--- src/rtl/regfile_write_arbiter.sv ---
// regfile_write_arbiter
//   Shares the single register-file write port between a priority
//   single-cycle writeback source (A) and a buffered multi-cycle source (B).
//   B requests sit in a small FIFO and drain when A leaves the port idle.
//   A starvation counter forces one B grant after MAX_WAIT ungranted cycles.
//   A is held off while an older B write to the same register is still
//   buffered, so writes to one register land in program order.
// Ports:
//   clk, reset                 clock (rising edge), async active-low reset
//   a_valid_i/a_ready_o        source A handshake (a_ready_o combinational)
//   a_addr_i/a_data_i          source A destination and data
//   b_valid_i/b_ready_o        source B handshake (b_ready_o = FIFO not full)
//   b_addr_i/b_data_i          source B destination and data
//   Reg_Write_o, Write_Register_o, Write_Data_o   registered RF write port
//   grant_b_o                  registered: current write came from B
//   pending_o                  registers targeted by buffered B entries
//   fifo_count_o               B FIFO occupancy
module regfile_write_arbiter #(
  parameter int DATA_W     = 32,
  parameter int ADDR_W     = 5,
  parameter int FIFO_DEPTH = 2,
  parameter int MAX_WAIT   = 4
) (
  input  logic                               clk,
  input  logic                               reset,
  input  logic                               a_valid_i,
  output logic                               a_ready_o,
  input  logic [ADDR_W-1:0]                  a_addr_i,
  input  logic [DATA_W-1:0]                  a_data_i,
  input  logic                               b_valid_i,
  output logic                               b_ready_o,
  input  logic [ADDR_W-1:0]                  b_addr_i,
  input  logic [DATA_W-1:0]                  b_data_i,
  output logic                               Reg_Write_o,
  output logic [ADDR_W-1:0]                  Write_Register_o,
  output logic [DATA_W-1:0]                  Write_Data_o,
  output logic                               grant_b_o,
  output logic [(1<<ADDR_W)-1:0]             pending_o,
  output logic [$clog2(FIFO_DEPTH+1)-1:0]    fifo_count_o
);

  localparam int PW   = (FIFO_DEPTH > 1) ? $clog2(FIFO_DEPTH) : 1;
  localparam int CW   = $clog2(FIFO_DEPTH + 1);
  localparam int WW   = (MAX_WAIT > 1) ? $clog2(MAX_WAIT) : 1;
  localparam int NREG = 1 << ADDR_W;

  typedef struct packed {
    logic [ADDR_W-1:0] addr;
    logic [DATA_W-1:0] data;
  } wb_req_t;

  typedef enum logic {NORMAL = 1'b0, FORCE_B = 1'b1} state_t;

  wb_req_t                 mem [FIFO_DEPTH];
  logic [FIFO_DEPTH-1:0]   ent_vld;
  logic [PW-1:0]           wr_ptr, rd_ptr;
  logic [CW-1:0]           count;
  logic [WW-1:0]           wait_cnt;
  state_t                  state;

  logic    push, pop, grant_a, fifo_ne;
  wb_req_t head;

  assign fifo_ne      = (count != '0);
  assign b_ready_o    = (count != CW'(FIFO_DEPTH));
  assign fifo_count_o = count;
  assign head         = mem[rd_ptr];

  // Pending mask: one-hot decode of every occupied slot. x0 never hazards.
  always_comb begin
    pending_o = '0;
    for (int i = 0; i < FIFO_DEPTH; i++)
      if (ent_vld[i]) pending_o[mem[i].addr] = 1'b1;
    pending_o[0] = 1'b0;
  end

  assign a_ready_o = (state != FORCE_B) && !((a_addr_i != '0) && pending_o[a_addr_i]);
  assign grant_a   = a_valid_i && a_ready_o;
  // Pop uses registered occupancy only: a same-cycle push is never visible.
  assign pop       = !grant_a && fifo_ne;
  assign push      = b_valid_i && b_ready_o;

  // Payload storage needs no reset; ent_vld qualifies it.
  always_ff @(posedge clk) begin
    if (push) mem[wr_ptr] <= '{addr: b_addr_i, data: b_data_i};
  end

  // Push and pop never hit the same slot: a push implies not full, a pop
  // implies not empty, so wr_ptr == rd_ptr cannot hold for both at once.
  always_ff @(posedge clk or negedge reset) begin
    if (!reset) begin
      ent_vld <= '0;
      wr_ptr  <= '0;
      rd_ptr  <= '0;
      count   <= '0;
    end else begin
      if (push) begin
        ent_vld[wr_ptr] <= 1'b1;
        wr_ptr          <= wr_ptr + 1'b1;
      end
      if (pop) begin
        ent_vld[rd_ptr] <= 1'b0;
        rd_ptr          <= rd_ptr + 1'b1;
      end
      count <= count + CW'(push) - CW'(pop);
    end
  end

  // Starvation FSM. In FORCE_B the FIFO is guaranteed non-empty (nothing
  // pops it while B is being starved), so the forced cycle always grants B.
  always_ff @(posedge clk or negedge reset) begin
    if (!reset) begin
      state    <= NORMAL;
      wait_cnt <= '0;
    end else begin
      case (state)
        NORMAL: begin
          if (!fifo_ne || pop) begin
            wait_cnt <= '0;
          end else if (wait_cnt == WW'(MAX_WAIT - 1)) begin
            state    <= FORCE_B;
            wait_cnt <= '0;
          end else begin
            wait_cnt <= wait_cnt + 1'b1;
          end
        end
        default: begin
          state    <= NORMAL;
          wait_cnt <= '0;
        end
      endcase
    end
  end

  // Write port register: one cycle from grant to Reg_Write_o.
  always_ff @(posedge clk or negedge reset) begin
    if (!reset) begin
      Reg_Write_o      <= 1'b0;
      Write_Register_o <= '0;
      Write_Data_o     <= '0;
      grant_b_o        <= 1'b0;
    end else if (grant_a) begin
      Reg_Write_o      <= (a_addr_i != '0);
      Write_Register_o <= a_addr_i;
      Write_Data_o     <= a_data_i;
      grant_b_o        <= 1'b0;
    end else if (pop) begin
      Reg_Write_o      <= (head.addr != '0);
      Write_Register_o <= head.addr;
      Write_Data_o     <= head.data;
      grant_b_o        <= 1'b1;
    end else begin
      Reg_Write_o      <= 1'b0;
    end
  end

endmodule

--- config.mk ---
export PLATFORM = sky130hd
export DESIGN_NAME = regfile_write_arbiter
export DESIGN_NICKNAME = d
export VERILOG_FILES = /design/src/rtl/regfile_write_arbiter.sv
export SDC_FILE = /design/constraint.sdc
export NUM_CORES = 1
export LEC_CHECK = 0
export CORE_MARGIN = 3
export CORE_UTILIZATION = 52
export CTS_CLUSTER_SIZE = 28
export DETAILED_ROUTE_END_ITERATION = 7
export GPL_ROUTABILITY_DRIVEN = 1
export PLACE_DENSITY_LB_ADDON = 0.05
export SYNTH_ARGS = -nofsm -noshare
export SYNTH_HDL_FRONTEND = slang
export SYNTH_SLANG_ARGS = --single-unit
--- constraint.sdc ---
create_clock -name clk -period 7.98 [get_ports clk]
set_input_delay 1.995 -clock clk [delete_from_list [all_inputs] [get_ports clk]]
set_output_delay 1.995 -clock clk [all_outputs]
set_load 0.005 [all_outputs]
; ---- After elaboration in Yosys (flattened, before gate mapping)
; Memory sizes are Yosys's and may differ from the RTL's.
; Cells that the tools add are included.
[classes]
bitwise = 5
addsub = 5
n_reduce_logical = 17
eq_ne = 2
muxes = 30
order_cmp = 9
[op_table]
columns = op, count
row1 = 32-bit two-way mux, 4
row2 = 32-bit OR, 1
row3 = 5-bit by 6-bit < comparator with 1-bit output (second input constant), 3
row4 = 1-bit two-way mux, 14
row5 = 1-bit demux with 5-bit select, 2
row6 = 5-bit by 1-bit greater-or-equal comparator with 1-bit output (second input constant), 2
row7 = 2-bit two-way mux, 5
row8 = 5-bit two-way mux, 2
row9 = 5-bit nonzero test, 2
row10 = 1-bit logical AND, 9
row11 = 1-bit binary-select mux with 5-bit select, 1
row12 = 1-bit by 2-bit < comparator with 1-bit output (second input constant), 2
row13 = 2-bit nonzero test, 2
row14 = 1-bit logical NOT, 3
row15 = 1-bit adder (second input constant), 2
row16 = 2-bit by 1-bit adder with 2-bit output, 1
row17 = 2-bit by 1-bit adder with 2-bit output (second input constant), 1
row18 = 2-bit AND, 1
row19 = 1-bit demux with 1-bit select, 2
row20 = 2-bit == test (second input constant), 1
row21 = 1-bit greater-or-equal comparator (second input constant), 2
row22 = 2-bit inequality test (second input constant), 1
row23 = 2-bit inverter, 1
row24 = 2-bit OR, 1
row25 = 3 further kinds, 3
[totals]
memories = 1
ram_bits = 74
inputBits = 78
ff_bits = 48
[mem_list]
columns = memory, depth, word_bits, read_ports, rd_clocked_by_memory_dff, wr, line_no
row1 = mem, 2, 37, 3, 0, 1, 54  ; wb_req_t mem [FIFO_DEPTH];

; ---- Logic depth before layout (Yosys ltp)
; Gate-level depths: netlist of the first run.
; An unclocked memory read counts as a cell.
[depth]
depth_word = 19
ltp_mapped = 15

; ---- Worst setup path after synthesis of the first run
; No wires, ideal clock.
[synth_timing]
path_type = input-to-output
from = in a_addr_i[0]
to = out a_ready_o
stages = 7
slack_ns = 2.842
required_ns = 5.985
arrival_time_ns = 3.143
path_cell_list = buf_1 -> o221ai_1 -> o2111ai_1 -> o31ai_1 -> o22ai_1 -> nor2_1 -> nor2_1
[synth_between]
elab_chain_len = 5
[synth_lines]
columns = element, line_no
row1 = start: declaration, 28  ; input logic [ADDR_W-1:0] a_addr_i,
row2 = 1-bit binary-select mux with 5-bit select, 77  ; assign a_ready_o = (state != FORCE_B) && !((a_addr_i != '0) && pending_o[a_addr_i]);
row3 = 1-bit two-way mux (not written as such), 77
row4 = 1-bit logical AND *, 77
row5 = 1-bit logical NOT *, 77
row6 = 1-bit logical AND *, 77
row7 = end: declaration, 27  ; output logic a_ready_o,
; Every way passes the cells marked *; elsewhere a longest branch is shown, timed or not. The select of a mux whose other input is x is not followed.

; ---- Worst setup path after layout of the first run
[layout_timing]
from = in a_addr_i[1]
to = out a_ready_o
; Same word-level chain as after synthesis.

==> qor.yml, run 1 <==
floorplan:
  core_sq_mm: 0.0105
  die_w_um: 111
  io_pins: 153
  die_h_um: 111
  initial_utilization_pct: 54.3
  num_rows: 37
  die_area_sq_mm: 0.0122
global_routing:
  globalRoute.totalOverflow: 0
  grt_pass1_vias: 4452
  grt_max_degree: 49
  grt_pass1_wl_um: 22900
  antenna_found_initial: 0
  grt_use_total_pct: 23.5
critical_path:
  start_kind: "input port"
  rrSetupSlack_ns: 4.73
  r2r_start: "mem[1][36]"
  required_ns: 5.99
  critical_path.max_fanout: 11
  crit_path_end_kind: "output port"
  critPathArrivalTime_ns: 4.71
  r2r_end: "fifo_count_o[1]"
  critical_path_class: "in2out"
  reg2reg_depth: 12
sta:
  slew-limit-headroom_pct: 24.5
  setup_viol: 0
  skew_ns: 0.00907
  period_share_pct: 84.0
  fin_setup_tns_ns: 0
  finalHoldWorstSlack_ns: 0.453
  drv_slew: 0
  max_freq_ghz: 0.149
  rsz0062_at_grt: "no"
  worst_pin_slew_ns: 1.13
  period_needed_ns: 6.70
  hold_viol_final: 0
power:
  pwr-share-comb_pct: 33.2
  swShare_pct: 30.7
  power_density_mw_per_mm2: 346
  p_clk_share_pct: 29.0
  ir_drop_uv: 193
  pwr-share-seq_pct: 37.7
  total_power_w: 0.00272
  switching_power_w: 0.000835
  p_leak_nw: 2.90
  p_int_w: 0.00188
cts:
  cts.clk_slew.worst_paths_ns: 0.06
  cts_hold_buffers: 0
  cts_buffer_depth: 2
  cts_buffers: 17
  clk_latency_ns: 0.51
  clock-sinks: 122
  htree_levels: 4
  cts_tree: "built"
  cts-root-buf: "clkbuf_8"
  cts_resized: 0
  cts_setup_buffers: 0
routing:
  antenna_left: 0
  dr_total_vias: 4261
  post_drt_wl_per_cell_um: 19.2
  drt-total-wl_um: 14200
  drt-initial-drc-count: 253
  drc_errors: 0
  vias_per_cell: 5.77
  firstDrtPassIters: 5
layout:
  mostFrequentLayoutCell: "clkdlybuf4s50_1"
  final_cell_mix: "clkdlybuf4s50_1, edfxtp_1, dfrtp_1"
  n_antenna_cell: 0
  drive_gt1_share_pct: 10.3
  finalNetCount: 669
  final_cells: 738
  synthToLayoutAreaGrowth_pct: 38.2
synthesis:
  yosys.area.top_type: "edfxtp_1"
  synth_nets: 528
  synth-seq-area-share_pct: 60.3
  synth-edff-count: 74
  syn-mean-instance-area_sq_um: 12.7
  ys_types: 52
  ys_warn_count: 0
  synth_area_sq_mm: 0.00568
  syn_inst: 448
  synthArstFlopShare_pct: 39.3
  ys.flop_type: "edfxtp_1"
  ys_top_cells_by_area: "edfxtp_1, dfrtp_1, mux2i_1, mux2_1, mux2_2"
  synth_top_area_share_pct: 39.1
  ys_ff_latch: 122
hold_path:
  holdPathEnd: "wait_cnt[0]"
  min_path_type: "reg2reg"
  hold_depth: 1
  worstHoldStart: "wait_cnt[0]"
placement:
  dpl.cell_count: 706
  place_hpwl_um: 9430
  port_buffers: 151
  finalWeightedCongestion: 0.911
flow_run:
  cap_violations: 0
status:
  status: "finished, final reports clean"
==> cell usage after synthesis (2+ instances only) <==
cell type	n
a21oi_1	3
a22oi_1	4
and3_1	2
buf_1	3
buf_2	12
buf_4	3
buf_6	3
clkbuf_1	12
dfrtp_1	48
edfxtp_1	74
ha_1	2
inv_1	2
mux2_1	18
mux2_2	18
mux2i_1	42
nand2_1	45
nand2b_1	12
nand3_1	4
nand4_1	3
nand4b_1	6
nand4bb_1	6
nor2_1	16
nor3_1	3
nor3b_1	2
nor4_1	3
o2111a_1	2
o2111ai_1	3
o21a_1	2
o21ai_0	38
o22ai_1	32
or2_1	2
or4b_4	2
xnor2_1	2
==> area by class of cell <==
type                            instances  area [sq um]
Sequential cell                       122          3420
Fill cell                             693          2610
Multi-Input combinational cell        290          2100
Timing Repair Buffer                  155          1540
Clock buffer                           18           418
Clock inverter                         14           195
Tap cell                              136           170
Inverter                                3          11.3
==> critical path: stages <==
cell and delay [ns]:
clkdlybuf4s50_1 0.70, clkinv_1 0.35, mux2_2 0.36, o2111a_1 0.24, o32ai_1 0.27, nor2_1 0.15, nor2_1 0.13, clkdlybuf4s50_1 0.51
==> flip-flops by register name, indices dropped and copies added (netlist names) <==
name,flops
state,1
rd_ptr,1
wait_cnt,2
Reg_Write_o,1
Write_Data_o,32
wr_ptr,1
grant_b_o,1
ent_vld,2
Write_Register_o,5
fifo_count_o,2
mem,74
==> cells by family after synthesis <==
logic type	Yosys count	share of synthesized area, %
AOI/OAI and AO/OA	95	10.5
other	1	0.0660
and+or+nand+nor	111	10.5
xor gates and xnor gates	3	0.463
buffers and inverters	36	3.24
muxes	78	14.5
DFF	122	60.3
adders and majority gates	2	0.440
==> per-layer routing <==
layer	wire length [um]	GRT usage, %	vias up	part of all wire, %
met5	0	0	-	0
met2	7050	40.0	201	50
met1	5820	29.1	2060	41
met3	1120	7.34	20	7.9
li1	-	-	1980	-
met4	193	6.32	0	1.4
==> stage by stage <==
step	util, %	cell area [sq um]	setup WS [ns]
2_1_floorplan	-	5680	2.84
3_3_place_gp	69.2	7240	1.34
3_5_place_dp	69.2	7240	1.32
4_1_cts	75.1	7850	1.31
5_1_grt	75.1	7850	1.11
6_report	75.1	7850	1.28
==> power by group through the flow <==
stage | clock (W) | sequential [W] | combinational, W
4_1_cts | 0.000794 | 0.00103 | 0.000914
5_1_grt | 0.000833 | 0.00105 | 0.000995
3_3_place_gp | 0 | 0.00102 | 0.000879
2_1_floorplan | 0 | 0.000994 | 0.000519
3_5_place_dp | 0 | 0.00103 | 0.000903
6_report | 0.000788 | 0.00103 | 0.000903
==> worst max-delay path by stage <==
stage / slack, ns / cells after the start / start / end
floorplan: 2.84 / 7 / a_addr_i[0] / a_ready_o
global placement: 1.34 / 8 / a_addr_i[1] / a_ready_o
detailed placement: 1.32 / 8 / a_addr_i[1] / a_ready_o
CTS: 1.31 / 8 / a_addr_i[1] / a_ready_o
global route: 1.11 / 8 / a_addr_i[1] / a_ready_o
finish: 1.28 / 8 / a_addr_i[1] / a_ready_o
(Power assumes the default switching activity.)
==> run 2: changes to the inputs <==
--- a/config.mk
+++ b/config.mk
@@ -6,7 +6,7 @@
 export NUM_CORES = 1
 export LEC_CHECK = 0
 export CORE_MARGIN = 3
-export CORE_UTILIZATION = 52
+export CORE_UTILIZATION = 49
 export CTS_CLUSTER_SIZE = 28
 export DETAILED_ROUTE_END_ITERATION = 7
 export GPL_ROUTABILITY_DRIVEN = 1
==> constraint.sdc (replaced) <==
create_clock -name clk -period 6.3 [get_ports clk]
set_input_delay 1.575 -clock clk [delete_from_list [all_inputs] [get_ports clk]]
set_output_delay 1.575 -clock clk [all_outputs]
set_load 0.005 [all_outputs]
==> qor.yml, run 2 (synthesis results as in run 1) <==
power:
  pwr-share-seq_pct: 36.3  # -1.4 points
  total_power_w: 0.00355  # +31%
  switching_power_w: 0.00106  # +27%
  p_int_w: 0.00249  # +32%
  swShare_pct: 29.9  # -0.77 points
  power_density_mw_per_mm2: 447  # +29%
  pwr-share-comb_pct: 32.8  # -0.4 points
  p_leak_nw: 2.94  # +1.5%
  ir_drop_uv: 296  # +54%
  p_clk_share_pct: 30.9  # +1.9 points
layout:
  top_register: "mem"
  synthToLayoutAreaGrowth_pct: 39.7
  regArea_sq_mm: 0.00342  # unchanged
  final_cell_mix: "clkdlybuf4s50_1, edfxtp_1, dfrtp_1"
  drive_gt1_share_pct: 10.9  # +0.61 points
  n_antenna_cell: 0  # unchanged
  finalNetCount: 672  # +0.45%
  mostFrequentLayoutCell: "clkdlybuf4s50_1"
  top_regs: "mem: 74 flops, Write_Data_o: 32 flops, Write_Register_o: 5 flops"
  largest_reg_flops: 74  # unchanged
  multi_input_area_sq_mm: 0.00210  # unchanged
  fillers: 771  # +11%
hold_path:
  min_path_type: "reg2reg"
  hold_depth: 1  # unchanged
floorplan:
  initial_utilization_pct: 51.3  # -3.0 points
  die_w_um: 114  # +2.8%
  die_h_um: 114  # +2.8%
  die_area_sq_mm: 0.0129  # +5.8%
  io_pins: 153  # unchanged
  num_rows: 38  # +2.7%
  core_sq_mm: 0.0111  # +5.9%
cts:
  cts_resized: 0  # unchanged
  cts_tree: "built"
  cts_setup_buffers: 0  # unchanged
  cts_hold_buffers: 0  # unchanged
  htree_levels: 4  # unchanged
  clock-sinks: 122  # unchanged
  cts.clk_slew.worst_paths_ns: 0.05  # about the same
  cts-root-buf: "clkbuf_16"
  cts_buffer_depth: 2  # unchanged
  cts_buffers: 17  # unchanged
  clk_latency_ns: 0.41  # -0.10 ns
sta:
  slew-limit-headroom_pct: 36.3  # +12 points
  rsz0062_at_grt: "no"
  skew_ns: 0.0132  # +0.00408 ns
  drv_slew: 0  # unchanged
  period_share_pct: 89.9
  worst_slack_ns: 0.639  # -0.641 ns
  setup_viol: 0  # unchanged
  worst_pin_slew_ns: 0.956  # -0.174 ns
  period_needed_ns: 5.66
  finalHoldWorstSlack_ns: 0.447  # -0.00532 ns
  hold_viol_final: 0  # unchanged
  max_freq_ghz: 0.177
  fin_setup_tns_ns: 0  # unchanged
routing:
  drt-total-wl_um: 14400  # +1.3%
  firstDrtPassIters: 5  # unchanged
  dr_total_vias: 4259  # -0.047%
  antenna_left: 0  # unchanged
  vias_per_cell: 5.72  # -0.99%
  drt-initial-drc-count: 333  # +32%
  post_drt_wl_per_cell_um: 19.3  # +0.39%
  drc_errors: 0  # unchanged
critical_path:
  reg2reg_depth: 12  # unchanged
  critical_path.max_fanout: 13  # +2
  start_kind: "input port"
  crit_path_end_kind: "output port"
  critical_path_class: "in2out"
  critPathArrivalTime_ns: 4.09  # -0.62 ns
  required_ns: 4.72  # -1.27 ns
placement:
  finalWeightedCongestion: 0.924  # +1.4%
  port_buffers: 151  # unchanged
  dpl_worst_slack_ns: 0.621  # -0.695 ns
  place_hpwl_um: 9850  # +4.5%
flow_run:
  cap_violations: 0  # unchanged
global_routing:
  grt_max_degree: 49  # unchanged
  grt_pass1_vias: 4479  # +0.61%
  antenna_found_initial: 0  # unchanged
  globalRoute.totalOverflow: 0  # unchanged
  grt_use_total_pct: 23.4  # -0.040 points
  grt_pass1_wl_um: 23400  # +2.2%
status:
  status: "finished, final reports clean"
-- run 2: cell types whose count changed in the layout (fill, tap and decap cells not counted), sizes merged --
| cell | previous run | this run |
|---|---|---|
| clkinv | 6 | 4 |
| buf | 5 | 8 |
| bufinv | 4 | 6 |
-- run 2: metal layers --
metal  GRT usage [%]  wire length, um  up-vias
met2            38.2             7060      164
met1            30.6             6180     2086
met4            7.77              221        0
li1                -                -     1993
met5               0                0        -
met3            6.21              928       16
-- run 2: final timing paths --
check / to / startpoint / slack (ns)
min reg2reg: wait_cnt[0] / wait_cnt[0] / 0.45
max reg2reg: fifo_count_o[1] / mem[1][36] / 3.05
min: wait_cnt[0] / wait_cnt[0] / 0.45
max in group asynchronous: rd_ptr / reset / 4.52
max: a_ready_o / a_addr_i[0] / 0.64
min in group asynchronous: Write_Register_o[0] / reset / 1.29
-- run 2: area by class of cell --
cell class | instances | area share [%]
clock buffers | 18 | 5.40
flip-flops and latches | 122 | 43.1
multi-input cells | 290 | 26.4
repair buffers | 158 | 19.6
clock inverters | 14 | 3.06
inverters | 3 | 0.142
well taps | 140 | 2.21
-- run 2: power by group through the flow --
| stage | clock network [W] | registers (W) | logic, W |
|---|---|---|---|
| 2_1_floorplan | 0 | 0.00126 | 0.000658 |
| 3_3_place_gp | 0 | 0.00129 | 0.00114 |
| 3_5_place_dp | 0 | 0.00130 | 0.00117 |
| 4_1_cts | 0.00111 | 0.00129 | 0.00118 |
| 5_1_grt | 0.00115 | 0.00132 | 0.00129 |
| 6_report | 0.00110 | 0.00129 | 0.00117 |
-- run 2: stage by stage --
stage	cell area [sq um]	cells	util, %
after global routing	7940	745	71.7
final	7940	745	71.7
after CTS	7940	745	71.7
after detailed placement	7270	713	65.6
after global placement	7270	713	65.6
after floorplan	5680	448	-
-- run 2: critical path: stages --
cell and delay [ns]:
clkdlybuf4s50_1 0.76, nand2b_1 0.19, nor2_1 0.08, a22oi_1 0.16, o2111ai_1 0.15, o22ai_1 0.40
nor2_1 0.15, nor2_1 0.11, clkdlybuf4s50_1 0.51
==> run 3: changes to the inputs <==
--- a/config.mk
+++ b/config.mk
@@ -6,7 +6,7 @@
 export NUM_CORES = 1
 export LEC_CHECK = 0
 export CORE_MARGIN = 3
-export CORE_UTILIZATION = 49
+export CORE_UTILIZATION = 44
 export CTS_CLUSTER_SIZE = 28
 export DETAILED_ROUTE_END_ITERATION = 7
 export GPL_ROUTABILITY_DRIVEN = 1
==> constraint.sdc (replaced) <==
create_clock -name clk -period 4.8 [get_ports clk]
set_input_delay 1.2 -clock clk [delete_from_list [all_inputs] [get_ports clk]]
set_output_delay 1.2 -clock clk [all_outputs]
set_load 0.005 [all_outputs]
==> qor.yml, run 3 (synthesis results as in run 1) <==
status:
  status: "finished, final reports clean"
sta:
  rsz0062_at_grt: "no"
  drv_slew: 0  # unchanged
  worst_pin_slew_ns: 0.995  # +0.0397 ns
  worst_slack_ns: 0.274  # -0.365 ns
  period_share_pct: 94.3
  period_needed_ns: 4.53
  max_freq_ghz: 0.221
  setup_viol: 0  # unchanged
  hold_viol_final: 0  # unchanged
  fin_setup_tns_ns: 0  # unchanged
  skew_ns: 0.00641  # -0.00674 ns
  slew-limit-headroom_pct: 33.5  # -2.8 points
cts:
  cts-root-buf: "clkbuf_16"
  htree_levels: 4  # unchanged
  cts_buffers: 17  # unchanged
  cts_tree: "built"
  cts_buffer_depth: 2  # unchanged
  clk_latency_ns: 0.40  # about the same
  cts.clk_slew.worst_paths_ns: 0.05  # about the same
  clock-sinks: 122  # unchanged
placement:
  port_buffers: 151  # unchanged
  place_hpwl_um: 10100  # +2.1%
  dpl.cell_count: 748  # +4.9%
  finalWeightedCongestion: 0.828  # -10%
  dpl_worst_slack_ns: 0.141  # -0.480 ns
routing:
  vias_per_cell: 5.47  # -4.3%
  drt-total-wl_um: 14100  # -1.9%
  post_drt_wl_per_cell_um: 18.1  # -6.3%
  drt-initial-drc-count: 275  # -17%
  drc_errors: 0  # unchanged
  antenna_left: 0  # unchanged
  dr_total_vias: 4268  # +0.21%
  firstDrtPassIters: 5  # unchanged
floorplan:
  die_h_um: 120  # +5.2%
  core_sq_mm: 0.0123  # +11%
  initial_utilization_pct: 46.1  # -5.1 points
  num_rows: 40  # +5.3%
  die_area_sq_mm: 0.0143  # +11%
  io_pins: 153  # unchanged
  die_w_um: 120  # +5.2%
layout:
  mostFrequentLayoutCell: "clkdlybuf4s50_1"
  drive_gt1_share_pct: 11.9  # +1.0 points
  largest_reg_flops: 74  # unchanged
  regArea_sq_mm: 0.00342  # unchanged
  final_cell_mix: "clkdlybuf4s50_1, edfxtp_1, dfrtp_1"
  n_antenna_cell: 0  # unchanged
  synthToLayoutAreaGrowth_pct: 40.5
  fillers: 972  # +26%
  top_register: "mem"
  finalNetCount: 679  # +1.0%
  top_regs: "mem: 74 flops, Write_Data_o: 32 flops, Write_Register_o: 5 flops"
  multi_input_area_sq_mm: 0.00210  # +0.24%
  final_cells: 780  # +4.7%
global_routing:
  grt_pass1_wl_um: 23100  # -1.2%
  grt_max_degree: 51  # +4.1%
  antenna_found_initial: 0  # unchanged
  grt_pass1_vias: 4443  # -0.80%
  grt_use_total_pct: 20.6  # -2.8 points
  globalRoute.totalOverflow: 0  # unchanged
critical_path:
  crit_slowest_cell: "clkdlybuf4s50_1"
  critical_path.max_fanout: 5  # -8
  critPathArrivalTime_ns: 3.33  # -0.76 ns
  critical_path_class: "in2out"
  start_kind: "input port"
  r2r_start: "mem[1][36]"
  rrSetupSlack_ns: 1.57  # -1.48 ns
  cpMostUsedCell: "nor2_1"
  required_ns: 3.60  # -1.12 ns
  critPathTopFamily: "buffers and inverters"
  r2r_end: "fifo_count_o[1]"
  slowest_delay_ns: 0.51  # -0.25 ns
  crit_path_end_kind: "output port"
  critPathLaunch: "a_addr_i[1]"
  cp_num_buf_inv: 3  # +1
  path_cells: "clkdlybuf4s50_1 -> buf_4 -> nand2b_1 -> nor2_1 -> a22oi_1 -> nand3_1 -> o32ai_1 -> nor2_1 -> nor2_1 -> clkdlybuf4s50_1"
  reg2reg_depth: 13  # +1
hold_path:
  worstHoldStart: "wait_cnt[0]"
  min_path_type: "reg2reg"
  holdPathEnd: "wait_cnt[0]"
  hold_depth: 1  # unchanged
power:
  power_density_mw_per_mm2: 566  # +27%
  p_leak_nw: 2.97  # +0.89%
  ir_drop_uv: 492  # +66%
flow_run:
  cap_violations: 0  # unchanged
[run 3: report_power, final]
part	switching, W	leakage [nW]	internal, W
Combinational	0.000676	1.41	0.000805
Clock	0.000457	0.299	0.000868
Sequential	0.000229	1.26	0.00149
[run 3: how the worst max path moves through the flow]
stage / to / slack [ns] / cells after the start
6_report: a_ready_o / 0.27 / 10
5_1_grt: a_ready_o / 0.07 / 10
4_1_cts: a_ready_o / 0.13 / 9
3_5_place_dp: a_ready_o / 0.14 / 9
3_3_place_gp: a_ready_o / 0.20 / 9
2_1_floorplan: a_ready_o / 1.25 / 7
[run 3: routing by layer]
layer	GRT usage (%)	wire, um	vias up
met4	6.51	216	0
met5	0	0	-
met2	34.7	7040	165
li1	-	-	2005
met1	25.5	5920	2073
met3	6.36	926	25
[run 3: final cells by class]
class | count | share of cell area, %
inverters | 3 | 0.141
clock buffers | 17 | 5.33
multi-input cells | 290 | 26.3
clock inverters | 15 | 2.46
well taps | 168 | 2.63
flip-flops and latches | 122 | 42.9
repair buffers | 165 | 20.2
[run 3: timing repair]
action / in CTS / in global routing
setup endpoints to repair: 0 / 1
resized for setup: 0 / 2
setup buffers: 0 / 0
hold buffers: 0 / 0
[run 3: worst reg2reg max path: cells and delay by family (launching register included)]
kind	cells	cell delay, ns
flops	1	0.53
xor+xnor	1	0.16
compound gates	5	1.01
simple gates	4	0.92
fa+ha+maj	1	0.24
buf+inv	1	0.17
mux	1	0.13
[run 3: through the flow]
step | total power, W | area, sq um | util [%] | hold WS (ns)
6_report | 0.00452 | 7990 | 64.9 | 0.440
5_1_grt | 0.00481 | 7990 | 64.9 | 0.454
4_1_cts | 0.00458 | 7980 | 64.8 | 0.443
3_5_place_dp | 0.00323 | 7360 | 59.7 | 0.435
3_3_place_gp | 0.00319 | 7360 | 59.7 | 0.427
2_1_floorplan | 0.00252 | 5680 | - | 0.417
